--- config.mk ---
export PLATFORM = sky130hd
export DESIGN_NAME = array_add
export DESIGN_NICKNAME = d
export VERILOG_FILES = /design/src/rtl/array_add_pkg.sv /design/src/rtl/array_add_ctrl.sv /design/src/rtl/array_add.sv
export SDC_FILE = /design/constraint.sdc
export NUM_CORES = 1
export LEC_CHECK = 0
export CAP_MARGIN = 5
export CORE_ASPECT_RATIO = 0.9
export CORE_MARGIN = 4
export CORE_UTILIZATION = 40
export CTS_BUF_LIST = sky130_fd_sc_hd__clkbuf_4 sky130_fd_sc_hd__clkbuf_8
export DETAILED_ROUTE_END_ITERATION = 8
export PLACE_DENSITY = 0.8
export SYNTH_ARGS = -nofsm -noshare
export SYNTH_HDL_FRONTEND = slang
export SYNTH_SLANG_ARGS = --single-unit
export TNS_END_PERCENT = 50
--- constraint.sdc ---
create_clock -name clk -period 2.1 [get_ports clk]
set_input_delay 0.21 -clock clk [delete_from_list [all_inputs] [get_ports clk]]
set_output_delay 0.21 -clock clk [all_outputs]
set_load 0.02 [all_outputs]
--- src/rtl/array_add_pkg.sv ---
// -----------------------------------------------------------------------------
// array_add_pkg
// Shared constants and types for the array_add streaming adder.
//   DEF_ADDR_W : default memory address width
//   DEF_DATA_W : default element width
//   DEF_N      : default number of elements per run
//   state_t    : controller state encoding (IDLE, RUN, DRAIN)
// -----------------------------------------------------------------------------
package array_add_pkg;

  localparam int DEF_ADDR_W = 7;
  localparam int DEF_DATA_W = 32;
  localparam int DEF_N      = 128;

  typedef enum logic [1:0] {
    IDLE  = 2'd0,
    RUN   = 2'd1,
    DRAIN = 2'd2
  } state_t;

endpackage

--- src/rtl/array_add_ctrl.sv ---
// -----------------------------------------------------------------------------
// array_add_ctrl
// Run controller for array_add: FSM plus element index counter.
//   clk, rst_n : clock, asynchronous active-low reset
//   tstart     : start request, honoured only in IDLE
//   rd_en      : read strobe shared by both operand memories
//   rd_addr    : read address (0 when rd_en is low)
//   wr_en      : write strobe, rd_en delayed by one cycle
//   wr_addr    : write address, rd_addr delayed by one cycle
//   last       : high in the cycle carrying the final write
// -----------------------------------------------------------------------------
module array_add_ctrl
  import array_add_pkg::*;
#(
  parameter int N      = DEF_N,
  parameter int ADDR_W = DEF_ADDR_W
) (
  input  logic              clk,
  input  logic              rst_n,
  input  logic              tstart,
  output logic              rd_en,
  output logic [ADDR_W-1:0] rd_addr,
  output logic              wr_en,
  output logic [ADDR_W-1:0] wr_addr,
  output logic              last
);

  // One extra bit so that N = 2**ADDR_W still has a distinct terminal index.
  localparam int CNT_W = ADDR_W + 1;
  localparam logic [CNT_W-1:0] LAST_IDX = CNT_W'(N - 1);

  state_t           state;
  state_t           state_nxt;
  logic [CNT_W-1:0] idx;
  logic [CNT_W-1:0] idx_nxt;

  // NOTE: every always_comb output gets a default first, so no path can
  // leave it unassigned and infer a latch.
  always_comb begin
    state_nxt = state;
    idx_nxt   = idx;
    case (state)
      IDLE: begin
        if (tstart) begin
          state_nxt = RUN;
          idx_nxt   = '0;
        end
      end
      RUN: begin
        if (idx == LAST_IDX) begin
          state_nxt = DRAIN;
          idx_nxt   = '0;
        end else begin
          idx_nxt = idx + CNT_W'(1);
        end
      end
      DRAIN: begin
        // tstart is deliberately not looked at here: a new run needs IDLE.
        state_nxt = IDLE;
      end
      default: begin
        state_nxt = IDLE;
        idx_nxt   = '0;
      end
    endcase
  end

  // Read strobe decoded from the state register, so reset drops it at once.
  assign rd_en   = (state == RUN);
  assign rd_addr = rd_en ? idx[ADDR_W-1:0] : '0;
  assign last    = (state == DRAIN);

  // NOTE: state is updated with non-blocking assignments so every register
  // samples the pre-edge values, independent of statement order.
  always_ff @(posedge clk or negedge rst_n) begin
    if (!rst_n) begin
      state   <= IDLE;
      idx     <= '0;
      wr_en   <= 1'b0;
      wr_addr <= '0;
    end else begin
      state   <= state_nxt;
      idx     <= idx_nxt;
      // Write side trails the read side by the one-cycle memory latency.
      wr_en   <= rd_en;
      wr_addr <= rd_addr;
    end
  end

endmodule

--- src/rtl/array_add.sv ---
// -----------------------------------------------------------------------------
// array_add
// Streaming element-wise adder: v2[i] = v0[i] + v1[i], i = 0..N-1, over three
// external single-port memories with 1-cycle read latency.
//   clk, rst_n           : clock, asynchronous active-low reset
//   tstart               : start pulse, accepted only when idle
//   v0_addr / v0_rd_en   : operand memory 0 read port
//   v0_rd_data           : operand memory 0 data, valid the cycle after rd_en
//   v1_addr / v1_rd_en   : operand memory 1 read port
//   v1_rd_data           : operand memory 1 data, valid the cycle after rd_en
//   v2_addr / v2_wr_en   : result memory write port
//   v2_wr_data           : result data (0 whenever v2_wr_en is low)
//   done                 : one-cycle pulse with the final write
// -----------------------------------------------------------------------------
module array_add
  import array_add_pkg::*;
#(
  parameter int N      = DEF_N,
  parameter int ADDR_W = DEF_ADDR_W,
  parameter int DATA_W = DEF_DATA_W
) (
  input  logic              clk,
  input  logic              rst_n,
  input  logic              tstart,
  output logic [ADDR_W-1:0] v0_addr,
  output logic              v0_rd_en,
  input  logic [DATA_W-1:0] v0_rd_data,
  output logic [ADDR_W-1:0] v1_addr,
  output logic              v1_rd_en,
  input  logic [DATA_W-1:0] v1_rd_data,
  output logic [ADDR_W-1:0] v2_addr,
  output logic              v2_wr_en,
  output logic [DATA_W-1:0] v2_wr_data,
  output logic              done
);

  logic              rd_en;
  logic [ADDR_W-1:0] rd_addr;
  logic              wr_en;
  logic [ADDR_W-1:0] wr_addr;
  logic              last;

  array_add_ctrl #(
    .N      (N),
    .ADDR_W (ADDR_W)
  ) u_ctrl (
    .clk     (clk),
    .rst_n   (rst_n),
    .tstart  (tstart),
    .rd_en   (rd_en),
    .rd_addr (rd_addr),
    .wr_en   (wr_en),
    .wr_addr (wr_addr),
    .last    (last)
  );

  assign v0_rd_en = rd_en;
  assign v1_rd_en = rd_en;
  assign v0_addr  = rd_addr;
  assign v1_addr  = rd_addr;

  assign v2_wr_en = wr_en;
  assign v2_addr  = wr_addr;
  // Sum of the data returned this cycle; carry-out is dropped (mod 2**DATA_W).
  assign v2_wr_data = wr_en ? (v0_rd_data + v1_rd_data) : '0;
  assign done       = wr_en & last;

endmodule

* Yosys cells after proc, flatten, opt, wreduce, memory -nomap -nowiden *
Index checks and enable logic that the tools add are counted.

operators by class
  reduce and logical (&&, ||, !) cells = 3
  muxes and demuxes = 8
  equal/unequal tests = 5
  add/subtract/negate cells = 2
  bitwise logic cells = 2

operators by type and width
  kind                                                                   number
  32-bit adder                                                           1
  32-bit two-way mux                                                     1
  8-bit one-hot mux with 3 select lines                                  1
  8-bit two-way mux                                                      2
  8-bit by 1-bit adder with 8-bit output, second input constant          1
  8-bit by 7-bit equality test with 1-bit output, second input constant  1
  7-bit two-way mux                                                      1
  2-bit two-way mux                                                      2
  2-bit inequality test, second input constant                           2
  2-bit one-hot mux with 2 select lines                                  1
  2-bit AND reduction                                                    2
  2-bit by 1-bit equality test with 1-bit output, second input constant  1
  2-bit equality test, second input constant                             1
  2-bit zero test                                                        1
  1-bit bitwise AND                                                      1
  1-bit inverter                                                         1

word-level totals
  flip-flop bits (word level) = 18
  word-level logic and storage cells = 24
  output and inout bits = 57
  input port bits = 67

* Depth between registers and ports, before layout *
  depth in word-level cells = 3
  gate-level depth with buffers = 10
  gate-level depth less buffers = 10

* Cells and area by module *
From an unflattened synthesis, not the netlist that was laid out.

second synthesis, totals
  cells, all modules = 394
  area total of the unflattened synthesis = 2,899.0 um^2

by module, submodules not included
  module          cells an instance  seq. area each (um^2)  instances  area each (um^2)
  array_add       322                0.0                    1          2,107.0
  array_add_ctrl  72                 450.4                  1          792.0

* Worst setup path after synthesis *
Ideal clock, no wire load.

  path kind = input to output
  start point = input v0_rd_data[0]
  end point = output v2_wr_data[30]
  path slack = -0.434 ns
  path buffers = 0
  arrival = 2.324 ns
  stages = 10
  required time = 1.890 ns
  path through = ha_1 -> inv_1 -> fa_1 -> nor2b_1 -> o31a_1 -> o31ai_1 -> and2_4 -> o41ai_4 -> a41oi_1 -> mux2i_1

between the ends
  cells in the longest elaborated chain, start to end = 2

ends and longest elaborated chain
  element             line             source
  start: declaration  array_add.sv:27  input logic [DATA_W-1:0] v0_rd_data,
  32-bit adder        array_add.sv:65  assign v2_wr_data = wr_en ? (v0_rd_data + v1_rd_data) : '0;
  32-bit two-way mux  array_add.sv:65
  end: declaration    array_add.sv:33  output logic [DATA_W-1:0] v2_wr_data,

Every way passes these cells.

* Worst setup path in the final report *
  start point = input v1_rd_data[0]
  end point = output v2_wr_data[28]

between the ends
  cells in the longest elaborated chain, start to end = 2

ends and longest elaborated chain
  element             line             source
  start: declaration  array_add.sv:30  input logic [DATA_W-1:0] v1_rd_data,
  32-bit adder        array_add.sv:65
  32-bit two-way mux  array_add.sv:65

Every way passes these cells.

==> qor.yml <==
job:
  max_cap_viol_count: 0
power:
  vdd_ir_drop_max_mv: 0.443
  leakage_nw: 2.75
  power_density_nw_per_um2: 432
grt:
  grt_overflow_total: 0
  grt_pass1_vias: 4593
  antenna_found_initial: 1
  grt_max_degree: 21
  grt_pass1_wl_mm: 23.2
  grtUsageTotal: 0.332
synth:
  yosysTopAreaCell: "dfrtp_1"
  synth_cells: 380
  yosysSeqAreaShare: 0.157
  synth_edf_count: 0
  ys_types: 64
  async_flop_share: 1.00
  ys_ff_latch: 18
  synthesis.area_sq_um: 2870
  synth.top_cell.area_share: 0.157
  synth_ff_type: "dfrtp_1"
  syn_avg_cell_area_sq_um: 7.56
  ys_warn_count: 0
  synthTopCellsByArea: "dfrtp_1 16%, ha_1 14%, a21oi_1 5.2%, o21ai_0 4.9%, nor2_1 4.7%"
  syn_nets: 480
hold_path:
  holdCritPathClass: "in -> async"
routing:
  drt-initial-drc-count: 325
  via_per_inst: 6.38
  vias: 4593
  wl_per_cell_um: 23.8
  wirelength_mm: 17.1
  first_pass_iters: 5
  drc: 0
  drtAntennaViolNets: 0
worst_setup_path:
  start_kind: "input pin"
  critPathRequiredTime_ps: 1890
  worst_setup_path_end_kind: "output pin"
  crit_fanout: 4
  critical_path_class: "in -> out"
  crit_arrival_ps: 2560
timing:
  rsz0062_at_grt: "yes"
  setup_viol: 26
  min_period_ps: 2770
  fin_ws_ps: -668
  slew_violations: 0
  hold_slack_ps: 281
  timing.fmax_mhz: 361
  worstMarginPinSlew_ps: 517
  finalHoldViolCount: 0
  clock_skew_ps: 6.15
  fin_crit_sh: 1.32
  slew_headroom: 0.654
finish:
  final_cell_mix: "130 x buf_4, 51 x buf_6, 28 x nor2_1, 28 x ha_4, 28 x clkdlybuf4s50_1"
  multi_input_area_sq_um: 3170
  fin_area_sq_um: 6140
  final_common_cell: "buf_4"
  fillers: 318
  final_nets: 727
  layoutNonFillerInstCount: 720
  area_growth_pct: 114
  final-seq-area_sq_um: 450
  drive_above_1_share: 0.540
clocking:
  cts_tree: "yes"
  cts_sinks: 18
  ctsHoldBuffers: 0
  cts_inserted_buffers: 3
  ctsLongestPathBuffers: 2
  clk_pin_slew_worst_paths_ps: 70
  clkLatencyLatePin_ps: 260
  cts_root_buffer: "clkbuf_8"
  h-tree-depth: 1
outcome:
  violations: "setup timing"
  outcome: "complete, but fails checks"
placed_design:
  port_buffers: 123
  hpwl_mm: 8.75
  placed_area_sq_um: 5050
  dpl.cell_count: 678
  gp_congestion: 0.965
floorplan:
  ios: 124
  die_h_um: 88.4
  core_sq_um: 7000
  rows: 29
  start_util: 0.410
  die_width_um: 97.3
  die_area_sq_um: 8600
==> Yosys cell counts, types with 2 or more instances <==
cell type / instances
inv_1: 12
and2_4: 2
a21o_2: 2
o31ai_1: 5
buf_4: 8
a21o_1: 13
clkbuf_1: 7
nand3b_1: 2
o221ai_1: 2
ha_1: 32
or4_1: 3
o31a_1: 2
nand2b_1: 12
nor3_1: 12
mux2i_1: 6
nand2_1: 32
a31oi_1: 7
o211ai_1: 3
a311o_1: 2
buf_2: 4
a21oi_1: 30
xnor2_1: 7
nand3_1: 13
nor2_1: 36
o21a_1: 6
and3_1: 6
a41oi_1: 2
nor3b_1: 3
buf_6: 2
xor2_1: 7
o311ai_1: 2
o21ai_0: 28
nor2b_1: 8
and2_1: 12
dfrtp_1: 18
nand4_1: 4
==> sequential cells by signal, summed over array words and instances (netlist names) <==
name	flops
u_ctrl.wr_addr	7
u_ctrl.wr_en	1
u_ctrl.idx	8
u_ctrl.state	2
==> final cells by class <==
class,instances,area share
well taps,93,0.0189
flip-flops and latches,18,0.0733
multi-input cells,328,0.515
inverters,13,0.00835
clock buffers,4,0.00896
repair buffers,263,0.374
diodes,1,0.000407
==> final timing paths <==
path	endpoint	slack, ps	cells past startpoint	start
worst max-delay path	v2_wr_data[28]	-670	13	v1_rd_data[0]
worst min-delay path	u_ctrl.wr_addr[3]	280	2	rst_n
worst max register to register	u_ctrl.idx[5]	160	8	u_ctrl.idx[0]
worst min register to register	u_ctrl.idx[6]	540	1	u_ctrl.idx[6]
max in group asynchronous	u_ctrl.idx[0]	1610	2	rst_n
min in group clk	u_ctrl.idx[6]	540	1	u_ctrl.idx[6]
==> worst max-delay path, cell delays in order <==
cell and delay [ps]:
buf_6 80, ha_4 130, inv_2 40, fa_2 400, nor2b_2 140, o31a_1 240, o31ai_2 90, and2_4 190
o32a_4 220, buf_4 150, a31oi_2 300, o311ai_4 190, buf_6 170
==> through the flow <==
stage | TNS, ps | total power [mW] | setup WS, ps | utilization
global placement | -29420 | 1.83 | -1310 | 0.722
global route | -10260 | 2.75 | -760 | 0.877
floorplan | -1350 | 1.14 | -193 | -
detailed placement | -30760 | 1.87 | -1370 | 0.722
CTS | -5710 | 2.40 | -529 | 0.840
finish | -8620 | 2.65 | -668 | 0.877
==> what timing repair did <==
action | CTS | global route
gates cloned | 0 | 0
endpoints found under the setup margin | 45 | 44
pin swaps | 91 | 38
setup buffers | 32 | 8
endpoints found under the hold margin | 0 | 0
gates resized for setup | 424 | 78
==> routing by layer <==
layer	GRT usage	part of all wire	up-vias
li1	-	-	1888
met1	0.339	0.31	2126
met2	0.626	0.49	413
met3	0.0678	0.092	166
met4	0.225	0.10	0
met5	0	0	-
==> kinds of logic after synthesis <==
logic type	synth area share
simple gates	0.277
compound gates	0.291
buf+inv	0.0618
fa+ha+maj	0.146
flops	0.157
xor+xnor	0.0427
mux	0.0248
==> where the power goes <==
| group | total, mW | switching [mW] | internal, mW | leakage [nW] |
|---|---|---|---|---|
| sequential | 0.346 | 0 | 0.346 | 0.201 |
| combinational | 2.02 | 1.02 | 0.996 | 2.52 |
| clock | 0.289 | 0.122 | 0.167 | 0.0288 |
No activity file was read; power rests on OpenSTA's default activity.
